==> src/rtl/peripheral_syn_fifo.sv <==
// ============================================================================
// Module      : peripheral_syn_fifo
// Description : DEPTH-entry FIFO of MMIO commit records drained by valid/ready,
//               with sticky overflow, saturating drop counter and legacy mirror.
// Revision    : 1.0 - initial release
// ============================================================================
`default_nettype none

module peripheral_syn_fifo #(
  parameter int XLEN          = 64,
  parameter int CNT_W         = 64,
  parameter int DEPTH         = 8,
  parameter int CAPTURE_NOWEN = 0,
  parameter int DROP_W        = 16
) (
  input  logic                     clk,
  input  logic                     reset,
  input  logic [XLEN-1:0]          dutpc,
  input  logic [XLEN-1:0]          rfData,
  input  logic [CNT_W-1:0]         instrcnt,
  input  logic                     valid,
  input  logic                     wenable,
  input  logic                     isMMIO,
  output logic                     out_valid,
  input  logic                     out_ready,
  output logic [XLEN-1:0]          out_pc,
  output logic [CNT_W-1:0]         out_instrcnt,
  output logic [XLEN-1:0]          out_rfdata,
  output logic                     out_wen,
  output logic [$clog2(DEPTH):0]   count,
  output logic                     full,
  output logic                     overflow,
  output logic [DROP_W-1:0]        drop_cnt,
  input  logic                     clr_ovf,
  output logic [127:0]             syn_reg1,
  output logic [127:0]             syn_reg2
);

  localparam int   c_AW        = $clog2(DEPTH);
  localparam int   c_CW        = c_AW + 1;
  localparam logic c_NOWEN_CAP = (CAPTURE_NOWEN != 0);

  // Record storage has no reset so it can map onto distributed RAM.
  logic [XLEN-1:0]  r_mem_pc  [DEPTH];
  logic [CNT_W-1:0] r_mem_cnt [DEPTH];
  logic [XLEN-1:0]  r_mem_rf  [DEPTH];
  logic             r_mem_wen [DEPTH];

  logic [c_AW-1:0]   r_wr_ptr;
  logic [c_AW-1:0]   r_rd_ptr;
  logic [c_CW-1:0]   r_count;
  logic              r_overflow;
  logic [DROP_W-1:0] r_drop_cnt;
  logic [127:0]      r_syn_reg1;
  logic [127:0]      r_syn_reg2;

  logic              w_empty;
  logic              w_full;
  logic              w_push;
  logic              w_pop;
  logic              w_drop;
  logic              w_accept;
  logic [XLEN-1:0]   w_rf_store;
  logic [63:0]       w_cnt64;
  logic [63:0]       w_pc64;
  logic [63:0]       w_rf64;

  assign w_empty    = (r_count == '0);
  assign w_full     = (r_count == c_CW'(DEPTH));
  assign w_push     = valid & isMMIO & (wenable | c_NOWEN_CAP);
  assign w_pop      = ~w_empty & out_ready;
  // A pop on the same edge frees a slot, so a full FIFO only drops without one.
  assign w_drop     = w_push & w_full & ~w_pop;
  assign w_accept   = w_push & ~w_drop;
  assign w_rf_store = wenable ? rfData : '0;

  assign w_cnt64 = 64'(instrcnt);
  assign w_pc64  = 64'(dutpc);
  assign w_rf64  = 64'(w_rf_store);

  always_ff @(posedge clk) begin
    if (w_accept) begin
      r_mem_pc[r_wr_ptr]  <= dutpc;
      r_mem_cnt[r_wr_ptr] <= instrcnt;
      r_mem_rf[r_wr_ptr]  <= w_rf_store;
      r_mem_wen[r_wr_ptr] <= wenable;
    end
  end

  always_ff @(posedge clk) begin
    if (reset) begin
      r_wr_ptr   <= '0;
      r_rd_ptr   <= '0;
      r_count    <= '0;
      r_overflow <= 1'b0;
      r_drop_cnt <= '0;
      r_syn_reg1 <= '0;
      r_syn_reg2 <= '0;
    end else begin
      if (w_accept) begin
        r_wr_ptr   <= r_wr_ptr + c_AW'(1);
        r_syn_reg1 <= {w_cnt64, w_pc64};
        r_syn_reg2 <= {64'd0, w_rf64};
      end
      if (w_pop) begin
        r_rd_ptr <= r_rd_ptr + c_AW'(1);
      end

      case ({w_accept, w_pop})
        2'b10:   r_count <= r_count + c_CW'(1);
        2'b01:   r_count <= r_count - c_CW'(1);
        default: r_count <= r_count;
      endcase

      // A drop on the clearing edge is still recorded, restarting the count at 1.
      if (w_drop) begin
        r_overflow <= 1'b1;
        if (clr_ovf) begin
          r_drop_cnt <= DROP_W'(1);
        end else if (~&r_drop_cnt) begin
          r_drop_cnt <= r_drop_cnt + DROP_W'(1);
        end
      end else if (clr_ovf) begin
        r_overflow <= 1'b0;
        r_drop_cnt <= '0;
      end
    end
  end

  assign out_valid    = ~w_empty;
  assign out_pc       = out_valid ? r_mem_pc[r_rd_ptr]  : '0;
  assign out_instrcnt = out_valid ? r_mem_cnt[r_rd_ptr] : '0;
  assign out_rfdata   = out_valid ? r_mem_rf[r_rd_ptr]  : '0;
  assign out_wen      = out_valid & r_mem_wen[r_rd_ptr];
  assign count        = r_count;
  assign full         = w_full;
  assign overflow     = r_overflow;
  assign drop_cnt     = r_drop_cnt;
  assign syn_reg1     = r_syn_reg1;
  assign syn_reg2     = r_syn_reg2;

endmodule

`default_nettype wire
==> config.mk <==
export PLATFORM = sky130hd
export DESIGN_NAME = peripheral_syn_fifo
export DESIGN_NICKNAME = d
export VERILOG_FILES = /design/src/rtl/peripheral_syn_fifo.sv
export SDC_FILE = /design/constraint.sdc
export NUM_CORES = 2
export LEC_CHECK = 0
export ABC_CLOCK_PERIOD_IN_PS = 23100
export CORE_MARGIN = 10
export CORE_UTILIZATION = 50
export CTS_CLUSTER_DIAMETER = 30
export DETAILED_ROUTE_END_ITERATION = 10
export HOLD_SLACK_MARGIN = 0.02
export PLACE_DENSITY = 0.71
export SKIP_CTS_REPAIR_TIMING = 1
export SYNTH_ARGS = -nofsm -noshare
export SYNTH_HDL_FRONTEND = slang
export SYNTH_SLANG_ARGS = --single-unit
==> constraint.sdc <==
create_clock -name clk -period 23.1 [get_ports clk]
set_clock_uncertainty 0.05 [all_clocks]
set_input_delay 2.31 -clock clk [delete_from_list [all_inputs] [get_ports clk]]
set_output_delay 2.31 -clock clk [all_outputs]
set_load 0.1 [all_outputs]
# == Yosys cells after proc, flatten, opt, wreduce, memory -nomap -nowiden ==
# Memory sizes are Yosys's and may differ from the RTL's. A register that Yosys moved wholly into a read port is not among the register bits.
# Index checks and enable logic that the tools add are counted.
# word_totals
mem_count,4
input_bits,199
wordCells,56
regBits,219
out_inout_bits,472
ram_bits,1544
# memory_table
name,depth,word_bits,read_ports,rd_clocked_by_memory_dff,write_ports,line,text
r_mem_cnt,8,64,1,1,1,45,logic [CNT_W-1:0] r_mem_cnt [DEPTH];
r_mem_pc,8,64,1,1,1,44,logic [XLEN-1:0] r_mem_pc [DEPTH];
r_mem_rf,8,64,1,1,1,46,logic [XLEN-1:0] r_mem_rf [DEPTH];
r_mem_wen,8,1,1,1,1,47,logic r_mem_wen [DEPTH];
# op_classes
n_addsub,5
reduce_logical,5
eq_ne,4
bitwise_logic,10
muxes,21
# ops
cell,count
two-way mux 64 bit,4
two-way mux 16 bit,4
two-way mux 3 bit,8
"adder 16 x 1 -> 16 bit, second input constant",1
AND reduction 16 bit,1
one-hot mux 4 bit (2 select lines),1
bitwise AND 1 bit,7
"adder 3 x 1 -> 3 bit, second input constant",2
"adder 4 x 1 -> 4 bit, second input constant",1
"== test 4 bit, second input constant",1
zero test 4 bit,1
two-way mux 1 bit,4
nonzero test 2 bit,2
"subtractor 4 x 1 -> 4 bit, second input constant",1
inverter 1 bit,3
"== test 2 x 1 -> 1 bit, second input constant",1
"== test 2 bit, second input constant",1
"inequality test 2 bit, second input constant",1
AND reduction 2 bit,1

# == Longest topological paths before layout ==
# logic_depth
ltp_word,9
depth_mapped,10
mapped_depth_nobuf,10

# == Worst setup path after synthesis ==
# OpenSTA, ideal clock, no wires.
# synth_path
kind,input port to flip-flop
startpoint,input port wenable
endpoint,"memory r_mem_cnt[2][0], enable pin"
path_buffers,2
setup_slack_ps,-843
cell_stages,5
setup_ps,1286
required_time_ps,21764
arrival_ps,22607
cell_sequence,and3_1 -> clkbuf_1 -> o21ai_2 -> buf_2 -> nor4b_1
# synth_between
elab_chain_len,7
# synth_lines
element,line,text
from (decl),22,"input logic wenable,"
bitwise AND 1 bit *,70,assign w_push = valid & isMMIO & (wenable | c_NOWEN_CAP);
bitwise AND 1 bit (2 in a row),73,assign w_drop = w_push & w_full & ~w_pop;
inverter 1 bit,74,assign w_accept = w_push & ~w_drop;
bitwise AND 1 bit *,74,
two-way mux 1 bit *,82,if (w_accept) begin
two-way mux 1 bit (not written as such) *,84,r_mem_cnt[r_wr_ptr] <= instrcnt;
to (decl),45,
# Mark *: on every way between the ends. The rest lies on a longest branch, timed or not.

==> flow_summary_export.csv <==
group,metric,value,unit
cts,cts_buffers,355,
sta,period_share,39.80,%
cts,path_clk_slew,50,ps
worst_setup_path,critical_path_required,20740,ps
sta,tns,0,ps
worst_setup_path,slowest_delay,1020,ps
worst_setup_path,reg2reg_from,"count[2]",
run,maxCapViolations,0,
cts,h-tree-depth,5,
place,dp.cells,5825,
floorplanning,start_util,50.39,%
floorplanning,fp-row-count,134,
floorplanning,ios,671,
sta,tightest_slew,1324,ps
final_layout,nets,4619,
worst_setup_path,rrSetupSlack,19300,ps
synth,synth_cell_types,49,
place,place.gp.congestion,0.7587,
synth,ys.flop_type,"edfxtp_1",
floorplanning,dieHeight,386.7,um
grt,grt_max_degree,130,
routing,wirelength,166.8,mm
final_layout,layout_common_cells,"1544 x edfxtp_1, 599 x clkdlybuf4s50_1, 398 x nand2_1",
power,p_leak,28.04,nW
worst_setup_path,r2r_cells,8,
worst_setup_path,cp_common_cell,"buf_4",
place,io_buffer_count,606,
sta,fin_crit,9194,ps
grt,grt.overflow.total,0,
worst_setup_path,crit_arrival,6830,ps
sta,finalSetupViolCount,0,
synth,synth-edff-count,1544,
synth,synth_compound_area_share,1.725,%
final_layout,syn2layout_area_growth,29.53,%
routing,first_pass_iters,5,
routing,antenna_left,0,
routing,avgViaCountPerCell,5.605,
worst_hold_path,hp-class,"reg2reg",
worst_setup_path,path_cells,"buf_4, buf_4, buf_4, buf_4, mux4_2, mux2i_1, nor2_1, clkdlybuf4s50_1",
synth,avgSynthCellArea,18.69,um^2
final_layout,final_common_cell,"edfxtp_1",
final_layout,fillers,8847,
synth,synth-simple-area-share,4.546,%
cts,clock_latency,920,ps
status,status,"complete, no violations",
worst_hold_path,min_from,"syn_reg2[37]",
power,power.density,140.2,nW/um^2
sta,hold_viol_final,0,
sta,slew_viol_final,0,
synth,synthCells,3597,
worst_setup_path,cp.depth,8,
final_layout,drive_gt1_share,22.30,%
sta,rsz0062_at_grt,"no",
worst_setup_path,crit_path_end,"out_rfdata[48]",
floorplanning,die_width,386.7,um
worst_setup_path,cp_max_fo,45,
synth,synth-adder-area-share,0.1228,%
grt,grt_usage,21.87,%
worst_setup_path,worst_setup_path_end_kind,"output port",
worst_setup_path,crit_buf_inv,5,
routing,drc,0,
cts,cts_sinks,1766,
grt,grt_pass1_vias,38690,
routing,drt_iter0_markers,3142,
worst_setup_path,startpoint_type,"flop",
cts,clock_tree.root_cell,"clkbuf_16",
cts,cts_tree,"built",
synth,synth_mux_area_share,15.85,%
synth,synth_seq_area_share,75.56,%
final_layout,fin_cells,6466,
worst_setup_path,cpLargestDelayFamily,"buffers and inverters",
cts,clk_path_buf_depth,4,
grt,grt_pass1_wl,249.9,mm
routing,post_drt_wl_per_cell,25.79,um
floorplanning,core_area,133500,um^2
worst_setup_path,r2r_end,"r_mem_rf[6][36]",
synth,synth_warnings,0,
synth,synth_top_family_by_area,"multiplexers",
synth,synthXorXnorAreaFrac,0.1823,%
routing,vias,36240,
worst_setup_path,crit_slowest_cell,"clkdlybuf4s50_1",
synth,synth_area,67240,um^2
sta,slew-limit-headroom,11.77,%
synth,synthArstFlopShare,0,%
place,dpl.hpwl,90.55,mm
floorplanning,die_area,149600,um^2
worst_setup_path,crit_type,"reg2out",
sta,fmaxAchievable,108.8,MHz
grt,antenna_found_initial,11,
synth,ys_ff_latch,1766,
power,max-vdd-ir-drop,122.2,uV
==> registers in the layout (all words and copies together) (netlist names), named ones only <==
signal     count
r_wr_ptr       3
overflow       1
r_mem_wen      8
syn_reg2      64
count          4
drop_cnt      16
r_rd_ptr       3
r_mem_cnt    512
syn_reg1     128
r_mem_rf     512
r_mem_pc     512
==> report_power, final <==
group	switching [mW]	internal [mW]	total, mW
clock	1.65	3.43	5.08
sequential	0.0435	3.52	3.56
combinational	2.62	0.952	3.57
total	4.31	7.90	12.2
==> layer usage <==
metal	global-route usage (%)	vias to the layer above	part of all wire, %
met1	28.45	18770	40
met5	0	-	0.016
met4	6.734	4	2.2
met2	35.24	1510	49
li1	-	15700	-
met3	6.821	259	8.7
==> worst min-delay path, stage by stage, from the launching register on <==
cell     delay [ps]
dfxtp_1         300
nand2_1          50
a21oi_1          50
==> metrics by stage <==
| step | power (mW) | hold slack [ps] | area [um^2] | util [%] | setup slack, ps |
|---|---|---|---|---|---|
| 2_1_floorplan | 6.337 | 404.1 | 67490 | - | 662.2 |
| 3_3_place_gp | 7.196 | 390.6 | 75060 | 56.24 | 14530 |
| 3_5_place_dp | 7.206 | 396.2 | 75060 | 56.24 | 14540 |
| 5_1_grt | 12.58 | 417.4 | 87100 | 65.26 | 13180 |
| 4_1_cts | 12.32 | 402.3 | 87080 | 65.25 | 13540 |
| 6_report | 12.21 | 400.2 | 87100 | 65.27 | 13910 |
==> worst min-delay path by stage <==
stage	endpoint	slack (ps)	cells after the start
after floorplan	flop	400	2
after global placement	syn_reg1[89]	390	2
after detailed placement	syn_reg2[19]	400	2
after CTS	syn_reg2[37]	400	2
after global routing	syn_reg1[106]	420	2
final	syn_reg2[37]	400	2
==> cells by family after synthesis <==
group / count (synthesis)
AOI/OAI and AO/OA: 220
xor gates and xnor gates: 14
adders and majority gates: 6
buffers and inverters: 278
DFF: 1766
muxes: 582
other: 1
and+or+nand+nor: 730
==> synthesized netlist by cell type, types with 2 or more instances <==
library cell     n  share of area (%)
edfxtp_1      1544                 69
nand2_1        398                2.2
mux4_2         386                 13
dfxtp_1        222                6.6
nor2_1         216                1.2
a21oi_1        202                1.5
mux2i_1        195                2.9
clkbuf_1       120               0.67
and2_1          65               0.60
buf_4           64               0.71
buf_2           55               0.41
buf_1           31               0.17
xnor2_1         11               0.14
nand3_1         10              0.074
inv_1            7              0.039
nor3_1           7              0.052
nor4_1           7              0.065
ha_1             5              0.093
nor4b_1          5              0.065
a31oi_1          3              0.028
nand4_1          3              0.028
nor2b_1          3              0.028
nor3b_1          3              0.033
nor4_2           3              0.056
o21ai_0          3              0.022
xor2_1           3              0.039
a21o_1           2              0.022
or2_2            2              0.019
or3_1            2              0.019
==> cell type report <==
cell class	count	area, um^2	area share, %
inverter	8	30.03	0.03448
antenna	7	17.52	0.02011
multi-input combinational	1616	15410	17.69
sequential	1766	50820	58.35
tap	1768	2212	2.540
clock inverter	240	2854	3.277
timing repair buffer	667	6585	7.560
clock buffer	394	9174	10.53
Note: power is estimated with default switching activity, not from simulation.
